<file path="config.mk">
export PLATFORM = sky130hd
export DESIGN_NAME = uart_tx_arbiter
export DESIGN_NICKNAME = d
export VERILOG_FILES = /design/src/rtl/uart_tx_arbiter.sv
export SDC_FILE = /design/constraint.sdc
export NUM_CORES = 1
export LEC_CHECK = 0
export ABC_AREA = 1
export CORE_MARGIN = 1
export CORE_UTILIZATION = 38
export CTS_CLUSTER_SIZE = 40
export DETAILED_ROUTE_END_ITERATION = 6
export PLACE_DENSITY = 0.81
export SYNTH_ARGS = -nofsm -noshare
export SYNTH_HDL_FRONTEND = slang
export SYNTH_SLANG_ARGS = --single-unit
</file>
<file path="constraint.sdc">
create_clock -name clk -period 1.67 [get_ports clk]
set_input_delay 0.167 -clock clk [delete_from_list [all_inputs] [get_ports clk]]
set_output_delay 0.167 -clock clk [all_outputs]
set_load 0.1 [all_outputs]
</file>
<file path="src/rtl/uart_tx_arbiter.sv">
// Round-robin arbiter sharing one byte-wide uart_tx among N_REQ packet sources.
// A grant is held for a whole packet; an optional idle timeout revokes stalled grants.
module uart_tx_arbiter #(
    parameter int N_REQ        = 4,
    parameter int IDLE_TIMEOUT = 0
) (
    input  logic               clk,
    input  logic               rst_n,
    input  logic [N_REQ-1:0]   i_req_valid,
    input  logic [8*N_REQ-1:0] i_req_data,
    input  logic [N_REQ-1:0]   i_req_last,
    output logic [N_REQ-1:0]   o_req_ready,
    output logic [7:0]         o_tx_data,
    output logic               o_tx_valid,
    input  logic               i_tx_ready,
    output logic [N_REQ-1:0]   o_grant,
    output logic               o_busy,
    output logic [N_REQ-1:0]   o_timeout_err
);

    localparam int  IW     = $clog2(N_REQ);
    localparam int  CW     = (IDLE_TIMEOUT > 0) ? $clog2(IDLE_TIMEOUT + 1) : 1;
    localparam bit  TO_EN  = (IDLE_TIMEOUT > 0);
    localparam int  LIM_M1 = (IDLE_TIMEOUT > 0) ? IDLE_TIMEOUT - 1 : 0;

    typedef enum logic {S_IDLE, S_LOCKED} state_t;

    state_t           r_state, w_state_nxt;
    logic [N_REQ-1:0] r_grant, w_grant_nxt;
    logic [N_REQ-1:0] r_timeout_err, w_timeout_err_nxt;
    logic [IW-1:0]    r_last, w_last_nxt;
    logic [CW-1:0]    r_cnt, w_cnt_nxt;
    logic [IW-1:0]    w_gidx, w_win_idx;
    logic             w_win_found;
    logic             w_locked, w_gvalid, w_glast, w_xfer, w_timeout;
    logic [7:0]       w_gdata;

    always_comb begin
        w_gidx = '0;
        for (int i = 0; i < N_REQ; i++)
            if (r_grant[i]) w_gidx = IW'(i);
    end

    // Search starts just after the previous owner so nobody wins twice while others wait.
    always_comb begin
        int j;
        j           = 0;
        w_win_idx   = r_last;
        w_win_found = 1'b0;
        for (int k = 1; k <= N_REQ; k++) begin
            j = (int'(r_last) + k) % N_REQ;
            if (!w_win_found && i_req_valid[IW'(j)]) begin
                w_win_found = 1'b1;
                w_win_idx   = IW'(j);
            end
        end
    end

    assign w_locked  = (r_state == S_LOCKED);
    assign w_gvalid  = i_req_valid[w_gidx];
    assign w_glast   = i_req_last[w_gidx];
    assign w_gdata   = i_req_data[{w_gidx, 3'b000} +: 8];
    // Abort on the edge where the idle count reaches the limit; valid is low so nothing transfers.
    assign w_timeout = TO_EN && w_locked && !w_gvalid && (r_cnt >= CW'(LIM_M1));
    assign w_xfer    = o_tx_valid && i_tx_ready;

    assign o_tx_valid    = w_locked && w_gvalid;
    assign o_tx_data     = w_locked ? w_gdata : 8'h00;
    assign o_req_ready   = w_locked ? (r_grant & {N_REQ{i_tx_ready}}) : '0;
    assign o_grant       = r_grant;
    assign o_busy        = w_locked;
    assign o_timeout_err = r_timeout_err;

    always_comb begin
        w_state_nxt       = r_state;
        w_grant_nxt       = r_grant;
        w_last_nxt        = r_last;
        w_cnt_nxt         = r_cnt;
        w_timeout_err_nxt = '0;
        case (r_state)
            S_IDLE: begin
                w_cnt_nxt = '0;
                if (w_win_found) begin
                    w_state_nxt = S_LOCKED;
                    w_grant_nxt = {{(N_REQ-1){1'b0}}, 1'b1} << w_win_idx;
                end
            end
            S_LOCKED: begin
                if (w_gvalid)
                    w_cnt_nxt = '0;
                else if (r_cnt != {CW{1'b1}})
                    w_cnt_nxt = r_cnt + CW'(1);
                if (w_xfer && w_glast) begin
                    w_state_nxt = S_IDLE;
                    w_grant_nxt = '0;
                    w_last_nxt  = w_gidx;
                    w_cnt_nxt   = '0;
                end else if (w_timeout) begin
                    w_state_nxt       = S_IDLE;
                    w_grant_nxt       = '0;
                    w_last_nxt        = w_gidx;
                    w_cnt_nxt         = '0;
                    w_timeout_err_nxt = r_grant;
                end
            end
            default: w_state_nxt = S_IDLE;
        endcase
    end

    always_ff @(posedge clk or negedge rst_n) begin
        if (!rst_n) begin
            r_state       <= S_IDLE;
            r_grant       <= '0;
            r_last        <= IW'(N_REQ - 1);
            r_cnt         <= '0;
            r_timeout_err <= '0;
        end else begin
            r_state       <= w_state_nxt;
            r_grant       <= w_grant_nxt;
            r_last        <= w_last_nxt;
            r_cnt         <= w_cnt_nxt;
            r_timeout_err <= w_timeout_err_nxt;
        end
    end

endmodule

</file>
==> impl_metrics.toml, run 1 <==
[clocking]
cts.sinks = 7
clkSlewWorstSetupHoldPaths_ns = 0.05
cts-root-buf = "clkbuf_4"
h-tree-depth = 1
clockBufferDepth = 2
cts_buffers = 3
tritoncts = "done"
insertion_delay_ns = 0.25

[timing]
finalHoldViolCount = 0
setup_viol_count_final = 13
slew_violations = 0
rsz0062_at_grt = "true"
post-route-period-util = 1.08
period_minus_slack_ns = 1.81
fin_skew_ns = 0.00512
timing.hold.ws_ns = 0.179
setup_ws_ns = -0.140
fmax_mhz = 553
setup_tns_ns = -1.17

[critical_path]
cp.arrival_ns = 1.64
critPathKind = "flip-flop to output port"
reg2regPathDepth = 12
crit_path_max_fanout = 10
timing.rr.end = "o_grant[3]$_DFFE_PN0P_"
rrSetupSlack_ns = -0.09
critPathRequiredTime_ns = 1.50
r2r_start = "r_last[0]$_DFFE_PN1P_"
cp-start-kind = "flip-flop"
cp-end-kind = "output port"

[detailed_routing]
ant_nets = 0
finalWirelength_mm = 5.16
first_pass_iters = 4
vias = 1657
drt_iter0_drc = 82
drc = 0
via_per_inst = 5.56
wire_per_inst_um = 17.3

[synthesis]
synth_fa_ha_area_frac = 0
synth-compound-area-share = 0.175
synthSimpleGateAreaFrac = 0.549
syn_inst = 189
syn_area_mm2 = 0.00111
yosys_register_bits = 7
syn_avg_cell_area_um2 = 5.89
synthMuxAreaShare = 0
synthXorXnorAreaFrac = 0
yosys.cell_types.count = 26
ys_seq_area_frac = 0.160
yosysWarnings = 0
synth_top_family_by_area = "simple AND/OR/NAND/NOR gates"

[placed_design]
place_area_mm2 = 0.00216
port_buffers = 60
hpwlAfterDp_mm = 3.24
place_ws_ns = 0.00659
routabilityCongestion = 0.914

[layout]
final_cell_mix = "42 x clkdlybuf4s50_1, 40 x nand2_1, 26 x nor2_1"
nFillCells = 146
layout_commonest_cell = "clkdlybuf4s50_1"
diodes = 0
final_layout_size_suffix_gt1_frac = 0.479
stdcell_area_mm2 = 0.00238
area_delta_synth_final_pct = 114
nets = 311

[die]
core_area_mm2 = 0.00276
dieArea_mm2 = 0.00315
io_pins = 65
dieHeight_um = 56.1
core.rowCount = 19
die_w_um = 56.1
start_util = 0.404

[global_routing]
gr-usage-met2 = 0.485
grt_pass1_vias = 1503
use_met3 = 0.0395
grt_overflow = 0
grt_pass1_wl_mm = 6.83
grt_max_degree = 11
antenna_found_initial = 0
busiest_layer = "met2"
met1_usage = 0.337
track_usage = 0.271

[job]
cap_violations = 0

[outcome]
violations = "negative setup slack"
status = "complete, but fails checks"

[worst_hold_path]
min_path_type = "input port to asynchronous set/reset pin"
-- synth_stat cells (all sizes together) --
cell / n / share of area
nand3: 15 / 0.088
nor2: 43 / 0.16
o21ai: 22 / 0.10
dfstp: 2 / 0.047
o21bai: 1 / 0.0067
nand2: 63 / 0.30
inv: 12 / 0.043
buf: 9 / 0.063
conb: 1 / 0.0034
a21oi: 14 / 0.066
dfrtp: 5 / 0.11
clkinv: 2 / 0.0067
-- worst max path at each step --
stage,endpoint,slack (ns),start
after floorplan,o_tx_data[0],-0.19,o_grant[2]$_DFFE_PN0P_
after global placement,o_grant[1]$_DFFE_PN0P_,0.04,o_grant[3]$_DFFE_PN0P_
after detailed placement,o_grant[1]$_DFFE_PN0P_,0.007,i_req_valid[2]
after CTS,o_tx_valid,-0.09,o_grant[3]$_DFFE_PN0P_
after global routing,o_tx_data[0],-0.20,o_grant[3]$_DFFE_PN0P_
final,o_tx_data[0],-0.14,o_grant[3]$_DFFE_PN0P_
-- metrics by stage --
step | utilization | instances
floorplan | - | 192
global placement | 0.784 | 286
detailed placement | 0.784 | 286
CTS | 0.824 | 296
global route | 0.864 | 298
finish | 0.864 | 298
-- flip-flops by register name, indices dropped and copies added, names as in the netlist --
| name | cells |
|---|---|
| r_last | 2 |
| o_grant | 4 |
| o_busy | 1 |
-- logic make-up after synthesis --
group	after synthesis
compound gates	37
buf+inv	23
flops	7
other cells	1
simple gates	121
-- per-layer routing --
metal | wire length (µm) | vias up
met4 | 205 | 0
met1 | 2060 | 788
li1 | - | 759
met3 | 276 | 23
met5 | 0 | -
met2 | 2630 | 87
-- final cells by class --
cell class	count	area, µm²	share of cell area
multi-input combinational	162	1110	0.464
timing repair buffer	80	946	0.397
sequential	7	194	0.0814
inverter	14	72.6	0.0304
tap	31	38.8	0.0163
clock buffer	4	26.3	0.0110
-- worst max-delay path: stages, from the launching register on --
cell and delay, ns:
dfrtp_4 0.53, nor2_4 0.17, inv_6 0.10, nor2_4 0.14, o21ai_4 0.09, a21oi_4 0.17
buf_12 0.19
-- timing repair --
action	in CTS	in global routing
hold buffers	0	0
endpoints found under the setup margin	9	15
buffers inserted	6	2
gates resized for setup	10	29
gates cloned	0	0
endpoints found under the hold margin	0	0
pin swaps	2	10
Power of run 1 is left out: the tool's default activity adds up to more than one toggle a clock period on the data nets, which glitch-free logic cannot reach.
==> run 2, diff against run 1 <==
--- a/config.mk
+++ b/config.mk
@@ -6,11 +6,13 @@
 export NUM_CORES = 1
 export LEC_CHECK = 0
 export ABC_AREA = 1
+export CELL_PAD_IN_SITES_DETAIL_PLACEMENT = 0
+export CELL_PAD_IN_SITES_GLOBAL_PLACEMENT = 1
 export CORE_MARGIN = 1
-export CORE_UTILIZATION = 38
+export CORE_UTILIZATION = 24
 export CTS_CLUSTER_SIZE = 40
 export DETAILED_ROUTE_END_ITERATION = 6
-export PLACE_DENSITY = 0.81
+export PLACE_DENSITY_LB_ADDON = 0.1
 export SYNTH_ARGS = -nofsm -noshare
 export SYNTH_HDL_FRONTEND = slang
 export SYNTH_SLANG_ARGS = --single-unit
==> run 2 against run 1 <==
  * The run still ends with negative setup slack left
  * Global-route usage fell by 11 points
  * Worst hold slack better by 0.022 ns
  * Clock-buffer cell count stayed put
  * Critical path type unchanged
  * First-iteration DRC count down 61%
  * Cell area down 0.16%
  * Flip-flop and latch count unchanged
  * Sequential share of layout area hardly changed
  * Clock skew down 0.0043 ns
  * Non-clock buffer count is 3 lower
  * Fmax rose by 6.1%
==> impl_metrics.toml, run 2 (same netlist as run 1, synthesis figures left out) <==
[outcome]
status = "complete, but fails checks"
violations = "negative setup slack"

[die]
core_area_mm2 = 0.00441
start_util = 0.252
core.rowCount = 24
io_pins = 65
die_w_um = 70.1
dieArea_mm2 = 0.00492
dieHeight_um = 70.1

[detailed_routing]
wire_per_inst_um = 12.8
via_per_inst = 4.54
first_pass_iters = 4
drc = 0
ant_nets = 0
drt_iter0_drc = 32
vias = 1439
finalWirelength_mm = 4.06

[layout]
largest_reg_flops = 4
postLayoutCoreUtil = 0.539
diodes = 0
area_delta_synth_final_pct = 114
final_cell_mix = "42 x nand2_1, 42 x clkdlybuf4s50_1, 31 x nor2_1"
nets = 309
stdcell_area_mm2 = 0.00238
final_layout_size_suffix_gt1_frac = 0.457

[job]
cap_violations = 0

[timing]
setup_ws_ns = -0.0358
post-route-period-util = 1.02
finalHoldViolCount = 0
setup_viol_count_final = 9
slew_violations = 0
timing.hold.ws_ns = 0.200
fin_skew_ns = 0.000870
fmax_mhz = 586
rsz0062_at_grt = "true"
period_minus_slack_ns = 1.71

[placed_design]
hpwlAfterDp_mm = 3.10
place_area_mm2 = 0.00219
routabilityCongestion = 0.767
port_buffers = 60

[worst_hold_path]
min_path_type = "input port to asynchronous set/reset pin"

[clocking]
insertion_delay_ns = 0.22
clkSlewWorstSetupHoldPaths_ns = 0.04
h-tree-depth = 1
cts_buffers = 3
cts.sinks = 7
tritoncts = "done"
cts-root-buf = "clkbuf_8"
clockBufferDepth = 2

[critical_path]
critPathRequiredTime_ns = 1.50
r2r_start = "r_last[0]$_DFFE_PN1P_"
cp-start-kind = "flip-flop"
critPathLaunch = "o_grant[3]$_DFFE_PN0P_"
timing.rr.end = "o_grant[2]$_DFFE_PN0P_"
rrSetupSlack_ns = 0.02
crit_path_max_fanout = 11
cp-end-kind = "output port"
reg2regPathDepth = 12
cp.arrival_ns = 1.54
critPathKind = "flip-flop to output port"

[global_routing]
track_usage = 0.161
grt_pass1_vias = 1429
met1_usage = 0.212
use_met3 = 0.0130
grt_max_degree = 12
grt_overflow = 0
busiest_layer = "met2"
grt_pass1_wl_mm = 6.44
antenna_found_initial = 0
gr-usage-met2 = 0.286
## run 2: cell types whose count changed in the layout (fill, tap and decap cells not counted), moves of 3 or more
cell,previous run,this run
nor2_1,26,31
buf_6,4,1
clkbuf_8,0,3
nor2_2,8,4
clkbuf_4,3,0
## run 2: stage by stage
stage | setup TNS [ns] | setup WS (ns) | std cells
5_1_grt | -0.955 | -0.106 | 317
6_report | -0.207 | -0.0358 | 317
3_5_place_dp | -0.0776 | -0.0309 | 307
2_1_floorplan | -1.67 | -0.192 | 192
4_1_cts | -0.307 | -0.0403 | 315
3_3_place_gp | -0.136 | -0.0591 | 307
## run 2: worst max-delay path, stage by stage (launching register included)
cell and delay (ns):
dfrtp_4 0.47, nor2_4 0.05, buf_4 0.18, nor2_1 0.14
o21ai_2 0.09, a21oi_4 0.17, buf_12 0.19
## run 2: what timing repair did
action,4_1_cts,5_1_grt
hold buffers,0,0
resized for setup,7,22
buffers inserted,4,1
gates cloned,0,1
endpoints found under the setup margin,10,13
pin swaps,0,2
## run 2: per-layer routing
layer	share of wire	vias to the layer above
li1	-	748
met1	0.46	652
met2	0.49	37
met3	0.035	2
met4	0.0067	0
met5	0	-
## run 2: how the worst max path moves through the flow
| stage | to | slack (ns) | cells past startpoint |
|---|---|---|---|
| after floorplan | o_tx_data[0] | -0.19 | 5 |
| final | o_tx_data[3] | -0.04 | 6 |
| after global placement | o_grant[1]$_DFFE_PN0P_ | -0.06 | 12 |
| after global routing | o_tx_data[3] | -0.11 | 6 |
| after CTS | o_tx_data[3] | -0.04 | 5 |
| after detailed placement | o_grant[1]$_DFFE_PN0P_ | -0.03 | 12 |
## run 2: cell type report
type                            instances  area (µm²)
Tap cell                               52        65.1
Fill cell                             421        2030
Clock buffer                            4        45.0
Inverter                               14        71.3
Sequential cell                         7         194
Multi-Input combinational cell        163        1090
Timing Repair Buffer                   77         912
Power of run 2 is left out for the same reason.
==> run 3, diff against run 2 <==
--- a/config.mk
+++ b/config.mk
@@ -6,6 +6,7 @@
 export NUM_CORES = 1
 export LEC_CHECK = 0
 export ABC_AREA = 1
+export CAP_MARGIN = 15
 export CELL_PAD_IN_SITES_DETAIL_PLACEMENT = 0
 export CELL_PAD_IN_SITES_GLOBAL_PLACEMENT = 1
 export CORE_MARGIN = 1
==> results of run 3 <==
No change in the layout: final DEF, timing and power equal those of run 2.
Power of run 3 is left out for the same reason.
